`src/rtl/vga_timing_gen.sv`:
```
// vga_timing_gen: VGA 640x480@60 timing generator with a registered
// sync/colour output stage. A clock divider produces the pixel tick; the
// horizontal/line counters feed object blocks, whose hit flag and colour come
// back and are registered together with hsync/vsync so all three stay aligned.
module vga_timing_gen #(
  parameter int          CLK_DIV  = 4,
  parameter int          H_ACTIVE = 640,
  parameter int          H_FP     = 16,
  parameter int          H_SYNC   = 96,
  parameter int          H_BP     = 48,
  parameter int          V_ACTIVE = 480,
  parameter int          V_FP     = 10,
  parameter int          V_SYNC   = 2,
  parameter int          V_BP     = 33,
  parameter logic [15:0] BG_COLOR = 16'h0000
) (
  input  logic        clk,
  input  logic        rst,
  output logic        pix_tick,
  output logic [9:0]  h_count,
  output logic [8:0]  v_count,
  output logic        video_on,
  output logic        frame_start,
  input  logic        square_on,
  input  logic [15:0] rgb_in,
  output logic        hsync,
  output logic        vsync,
  output logic [15:0] rgb_out
);

  localparam int H_TOTAL = H_ACTIVE + H_FP + H_SYNC + H_BP;
  localparam int V_TOTAL = V_ACTIVE + V_FP + V_SYNC + V_BP;

  localparam logic [3:0] DIV_LAST = 4'(CLK_DIV - 1);
  localparam logic [9:0] H_LAST   = 10'(H_TOTAL - 1);
  localparam logic [9:0] V_LAST   = 10'(V_TOTAL - 1);
  localparam logic [9:0] H_ACT    = 10'(H_ACTIVE);
  localparam logic [9:0] V_ACT    = 10'(V_ACTIVE);
  localparam logic [9:0] HS_FIRST = 10'(H_ACTIVE + H_FP);
  localparam logic [9:0] HS_LAST  = 10'(H_ACTIVE + H_FP + H_SYNC - 1);
  localparam logic [9:0] VS_FIRST = 10'(V_ACTIVE + V_FP);
  localparam logic [9:0] VS_LAST  = 10'(V_ACTIVE + V_FP + V_SYNC - 1);

  // Inclusive window test used for both sync pulses.
  function automatic logic in_window(input logic [9:0] val,
                                     input logic [9:0] lo,
                                     input logic [9:0] hi);
    return (val >= lo) && (val <= hi);
  endfunction

  logic [3:0]  div_q, div_d;
  logic        tick_q, tick_d;
  logic [9:0]  h_cnt_q, h_cnt_d;
  logic [9:0]  v_cnt_q, v_cnt_d;
  logic        hsync_q, hsync_d;
  logic        vsync_q, vsync_d;
  logic [15:0] rgb_q, rgb_d;

  assign pix_tick    = tick_q;
  assign h_count     = h_cnt_q;
  // Lines 512..524 alias onto 0..12; consumers qualify with video_on.
  assign v_count     = v_cnt_q[8:0];
  assign video_on    = (h_cnt_q < H_ACT) && (v_cnt_q < V_ACT);
  assign frame_start = tick_q && (h_cnt_q == H_LAST) && (v_cnt_q == V_LAST);
  assign hsync       = hsync_q;
  assign vsync       = vsync_q;
  assign rgb_out     = rgb_q;

  // Pixel divider and raster counters; the tick is registered so that it is
  // low during reset and, for CLK_DIV=1, high on every cycle afterwards.
  always_comb begin
    div_d   = div_q;
    tick_d  = 1'b0;
    h_cnt_d = h_cnt_q;
    v_cnt_d = v_cnt_q;
    if (div_q == DIV_LAST) begin
      div_d = 4'd0;
    end else begin
      div_d = div_q + 4'd1;
    end
    tick_d = (div_d == DIV_LAST);
    if (tick_q) begin
      if (h_cnt_q == H_LAST) begin
        h_cnt_d = 10'd0;
        if (v_cnt_q == V_LAST) begin
          v_cnt_d = 10'd0;
        end else begin
          v_cnt_d = v_cnt_q + 10'd1;
        end
      end else begin
        h_cnt_d = h_cnt_q + 10'd1;
        v_cnt_d = v_cnt_q;
      end
    end else begin
      h_cnt_d = h_cnt_q;
      v_cnt_d = v_cnt_q;
    end
  end

  // Output stage: sample the pre-increment counters on each tick so sync and
  // colour share one pixel period of latency; blanking forces black.
  always_comb begin
    hsync_d = hsync_q;
    vsync_d = vsync_q;
    rgb_d   = rgb_q;
    if (tick_q) begin
      hsync_d = !in_window(h_cnt_q, HS_FIRST, HS_LAST);
      vsync_d = !in_window(v_cnt_q, VS_FIRST, VS_LAST);
      if (!video_on) begin
        rgb_d = 16'h0000;
      end else if (square_on) begin
        rgb_d = rgb_in;
      end else begin
        rgb_d = BG_COLOR;
      end
    end else begin
      hsync_d = hsync_q;
      vsync_d = vsync_q;
      rgb_d   = rgb_q;
    end
  end

  // State registers with synchronous reset that wins over the tick.
  always_ff @(posedge clk) begin
    if (rst) begin
      div_q   <= 4'd0;
      tick_q  <= 1'b0;
      h_cnt_q <= 10'd0;
      v_cnt_q <= 10'd0;
      hsync_q <= 1'b1;
      vsync_q <= 1'b1;
      rgb_q   <= 16'h0000;
    end else begin
      div_q   <= div_d;
      tick_q  <= tick_d;
      h_cnt_q <= h_cnt_d;
      v_cnt_q <= v_cnt_d;
      hsync_q <= hsync_d;
      vsync_q <= vsync_d;
      rgb_q   <= rgb_d;
    end
  end

endmodule
```
`config.mk`:
```
export PLATFORM = sky130hd
export DESIGN_NAME = vga_timing_gen
export DESIGN_NICKNAME = d
export VERILOG_FILES = /design/src/rtl/vga_timing_gen.sv
export SDC_FILE = /design/constraint.sdc
export NUM_CORES = 1
export LEC_CHECK = 0
export CORE_AREA = 3 3 72 74
export DETAILED_ROUTE_END_ITERATION = 8
export DIE_AREA = 0 0 75 77
export HOLD_SLACK_MARGIN = 0.06
export PLACE_DENSITY = 0.73
export SLEW_MARGIN = 30
export SYNTH_ARGS = -nofsm -noshare
export SYNTH_HDL_FRONTEND = slang
export SYNTH_SLANG_ARGS = --single-unit
export TNS_END_PERCENT = 1
```
`constraint.sdc`:
```
create_clock -name clk -period 2.1 [get_ports clk]
set_input_delay 0.42 -clock clk [delete_from_list [all_inputs] [get_ports clk]]
set_output_delay 0.42 -clock clk [all_outputs]
set_load 0.05 [all_outputs]
```
### After elaboration in Yosys (flattened, before gate mapping)

Index checks and enable logic that the tools add are counted.

| word-level totals | value |
|---|---|
| input bits | 19 |
| flip-flop bits (word level) | 43 |
| output and inout port bits | 40 |
| word-level logic and storage cells | 33 |

| operators by class | value |
|---|---|
| equal/unequal tests | 4 |
| multiplexer cells | 5 |
| add/sub/neg operators | 3 |
| order comparisons | 6 |
| reductions and logical operators | 8 |

Operators with widths:

| operator | number |
|---|---|
| $mux 16 | 2 |
| $add 10x1->10 const B | 2 |
| $eq 10x10->1 const B | 2 |
| $mux 10 | 2 |
| $ge 10x10->1 const B | 1 |
| $ge 10x9->1 const B | 1 |
| $le 10x10->1 const B | 1 |
| $le 10x9->1 const B | 1 |
| $lt 10x10->1 const B | 1 |
| $lt 10x9->1 const B | 1 |
| $eq 4x2->1 const B | 2 |
| $logic_and 1x1->1 | 5 |
| $add 4x1->4 const B | 1 |
| $mux 4 | 1 |
| $logic_not 1->1 | 2 |
| $reduce_and 2->1 | 1 |

### Longest topological paths before layout

| depth | value |
|---|---|
| word-level depth | 3 |
| gate-level depth with buffers | 7 |
| depth with buffers taken out | 6 |

### Worst setup path after synthesis

Ideal clock, no wire load.

| timing | value |
|---|---|
| path type | register -> output |
| from | register h_cnt_q[0] (netlist: h_count[0]) |
| to | output port frame_start |
| path buffers | 1 |
| data required time | 1.680 ns |
| cell stages (with the launch flop) | 6 |
| setup slack | -0.284 ns |
| arrival time | 1.964 ns |
| cells stage by stage | dfxtp_1 > ha_1 > and4_1 > buf_6 > and4_2 > and3_1 |

| between the ends | value |
|---|---|
| cells in the longest elaborated chain, start to end | 3 |

Ends and longest elaborated chain:

| item | RTL line | RTL |
|---|---|---|
| from (decl) | 53 | `logic [9:0] h_cnt_q, h_cnt_d;` |
| from (signal assigned) | 136 | `h_cnt_q <= h_cnt_d;` |
| $eq 10x10->1 | 64 | `assign frame_start = tick_q && (h_cnt_q == H_LAST) && (v_cnt_q == V_LAST);` |
| $logic_and 1x1->1 (2 in series) | 64 |  |
| to (decl) | 23 | `output logic frame_start,` |

Every way passes these cells.

### Final worst setup path

| timing | value |
|---|---|
| from | register v_cnt_q[1] |
| to | output port frame_start |

| between the ends | value |
|---|---|
| cells in the longest elaborated chain, start to end | 2 |

Ends and longest elaborated chain:

| item | RTL line | RTL |
|---|---|---|
| from (decl) | 54 | `logic [9:0] v_cnt_q, v_cnt_d;` |
| from (signal assigned) | 137 | `v_cnt_q <= v_cnt_d;` |
| $eq 10x10->1 | 64 |  |
| $logic_and 1x1->1 | 64 |  |

Every way passes these cells.

==> flow_summary.toml <==
[pwr]
power.leakage_uw = 0.001016
ir_worst_vdd_mv = 0.4257
power_density_mw_per_mm2 = 560.1

[logic_synthesis]
seq_area_frac_synth = 0.4147
synth.area.top_cells = "dfxtp_1 41%, nor2_1 5.6%, a21oi_1 5.5%, nor2b_1 4.8%, buf_4 4.0%"
synth_fp_nets = 258
yosys_warnings = 0
yosysUniqueCellTypes = 45
synth_seq_cells = 43
synth-edff-count = 0
synth_area_per_cell_um2 = 8.909
yosysMostFrequentCell = "dfxtp_1"
synthCells = 233
synthFlopType = "dfxtp_1"
synth_top_cell_by_area = "dfxtp_1"
netlist.area_leader.share = 0.4147
netlist_area_mm2 = 0.002076
synth_common_cells = "43 x dfxtp_1, 31 x nor2_1, 23 x a21oi_1"
synthArstFlopShare = 0

[final_layout]
final_nets = 310
areaGrowthSynthToFinish_pct = 32.73
instances_no_fill = 340
antenna_cells = 0
nFillCells = 413
drive_gt1_frac = 0.1608

[timing]
setup_viol = 1
fin_crit_sh = 1.059
maxSlewHeadroom = 0.6464
finalWorstSetupSlack_ns = -0.1234
tns_ns = -0.1234
skew_ns = 0.004225
period_needed_ns = 2.223
rsz0062_at_grt = "yes"
drv_slew = 0
max_freq_ghz = 0.4498
tightest_slew_ns = 0.5287
hold_violations = 0

[worst_setup_path]
crit_path_end_kind = "output port"
path_class = "reg -> out"
path_max_fanout = 2
worstSetupStartpointType = "flop"
cp.arrival_ns = 1.80
required_ns = 1.68

[status]
status = "finished, violations left"
failed_checks = "negative setup slack"

[global_route]
top_usage_layer = "met2"
gr-usage-met1 = 0.2104
grt_util_all_layers = 0.1696
grt_overflow_total = 0
grt_pass1_wl_um = 7714
antenna_found_initial = 0
grt_max_degree = 27
grt_use_met2 = 0.2779
grt_use_met3 = 0.03539
grt_pass1_vias = 1690

[floorplan]
fp.dieH_um = 77
fp.dieW_um = 75
fp-row-count = 25
coreArea_mm2 = 0.004661
io_pins = 59
start_util = 0.4454
die_area_mm2 = 0.005775

[placement]
dp_hpwl_um = 3254
preCtsSetupSlack_ns = 0.1427
place.port_buffers = 58
place_congestion = 0.7799
place_inst = 332

[routing]
viasPerCell = 5.168
wl_per_cell_um = 13.35
drtAntennaViolNets = 0
routed_wl_um = 4540
num_vias = 1757
drt_first_pass_iters = 4
drtIter0Drc = 67
drc = 0

[clocking]
path_clk_slew_ns = 0.08
worst_skew_pair.late_latency_ns = 0.30
cts_hold_buffers = 0
htree_levels = 2
cts_root_buf = "clkbuf_8"
clock_sinks = 43
cts_tree = "yes"
clockBufferDepth = 2
numCtsBuffers = 5

[min_path]
min_path_type = "reg -> reg"

[run]
drv_cap = 0
-- cell usage in the layout, fill, tap and decap left out, drive strengths merged, types with 3 or more instances in the layout --
| cell | netlist | layout |
|---|---|---|
| buf | 17 | 19 |
| clkbuf | 7 | 5 |
| nand4 | 5 | 5 |
| a21oi | 26 | 26 |
| ha | 6 | 6 |
| dfxtp | 43 | 43 |
| and4 | 5 | 5 |
| nand2 | 11 | 11 |
| nand3 | 5 | 5 |
| nor3 | 4 | 4 |
| inv | 6 | 6 |
| nand2b | 3 | 3 |
| xnor2 | 6 | 6 |
| xor2 | 5 | 5 |
| nor2 | 31 | 31 |
| clkdlybuf4s50 | 0 | 50 |
| and3 | 3 | 3 |
| nor2b | 16 | 16 |
| or3 | 6 | 6 |
| o21ai | 7 | 7 |
-- metrics by stage --
step	hold WS (ns)	power [uW]	util	cell area, um2
floorplan	0.4650	946.5	-	2083
global placement	0.4864	1016	0.5689	2651
detailed placement	0.4762	1018	0.5689	2651
CTS	0.5019	1559	0.5903	2751
global route	0.5331	1605	0.5911	2755
finish	0.4977	1543	0.5911	2755
-- worst paths after layout --
path,start,to,cells after the start,slack [ns]
worst max-delay path,v_cnt_q[1]$_SDFFE_PP0P_,frame_start,6,-0.12
worst min-delay path,vsync$_SDFFE_PP1P_,vsync$_SDFFE_PP1P_,2,0.50
worst max register to register,h_count[0]$_SDFFE_PP0P_,v_cnt_q[7]$_SDFFE_PP0P_,5,0.25
worst min register to register,vsync$_SDFFE_PP1P_,vsync$_SDFFE_PP1P_,2,0.50
-- state kept, by name (all words and copies together), names as in the netlist --
register / flops
v_cnt_q: 10
h_count: 10
vsync: 1
div_q: 4
pix_tick: 1
rgb_out: 16
hsync: 1
-- report_power, final --
part           internal [uW]  switching, uW
Combinational           71.4           84.4
Clock                    238            308
Sequential               830           11.5
Total                   1140            404
-- cells by family after synthesis --
family	share of synthesized area
xor gates and xnor gates	0.04641
buffers and inverters	0.09764
adders and majority gates	0.03617
and+or+nand+nor	0.2930
muxes	0.004822
AOI/OAI and AO/OA	0.1073
DFF	0.4147
-- final cells by class --
type | instances | area [um2] | share of cell area
clock buffer | 5 | 68.82 | 0.02498
tap | 54 | 67.56 | 0.02452
sequential | 43 | 863.3 | 0.3134
clock inverter | 3 | 25.02 | 0.009083
timing repair buffer | 69 | 680.7 | 0.2470
multi-input combinational | 160 | 1027 | 0.3728
inverter | 6 | 22.52 | 0.008174
-- metal layers --
layer	wire length, um	up-vias
met4	94	0
met2	2192	49
met3	225	9
met5	0	-
met1	2026	810
li1	-	889
-- repair_timing --
action                     CTS  global route
buffers inserted             0             0
gates cloned                 0             0
gates resized for setup      1             1
setup endpoints to repair    1             1
-- worst max-delay path, cell delays in order, from the launching register on --
cell	delay, ns
dfxtp_1	0.32
inv_1	0.05
ha_1	0.12
or4b_4	0.45
nor4_2	0.17
and3_1	0.24
buf_12	0.14
Note: power is estimated with default switching activity, not from simulation.
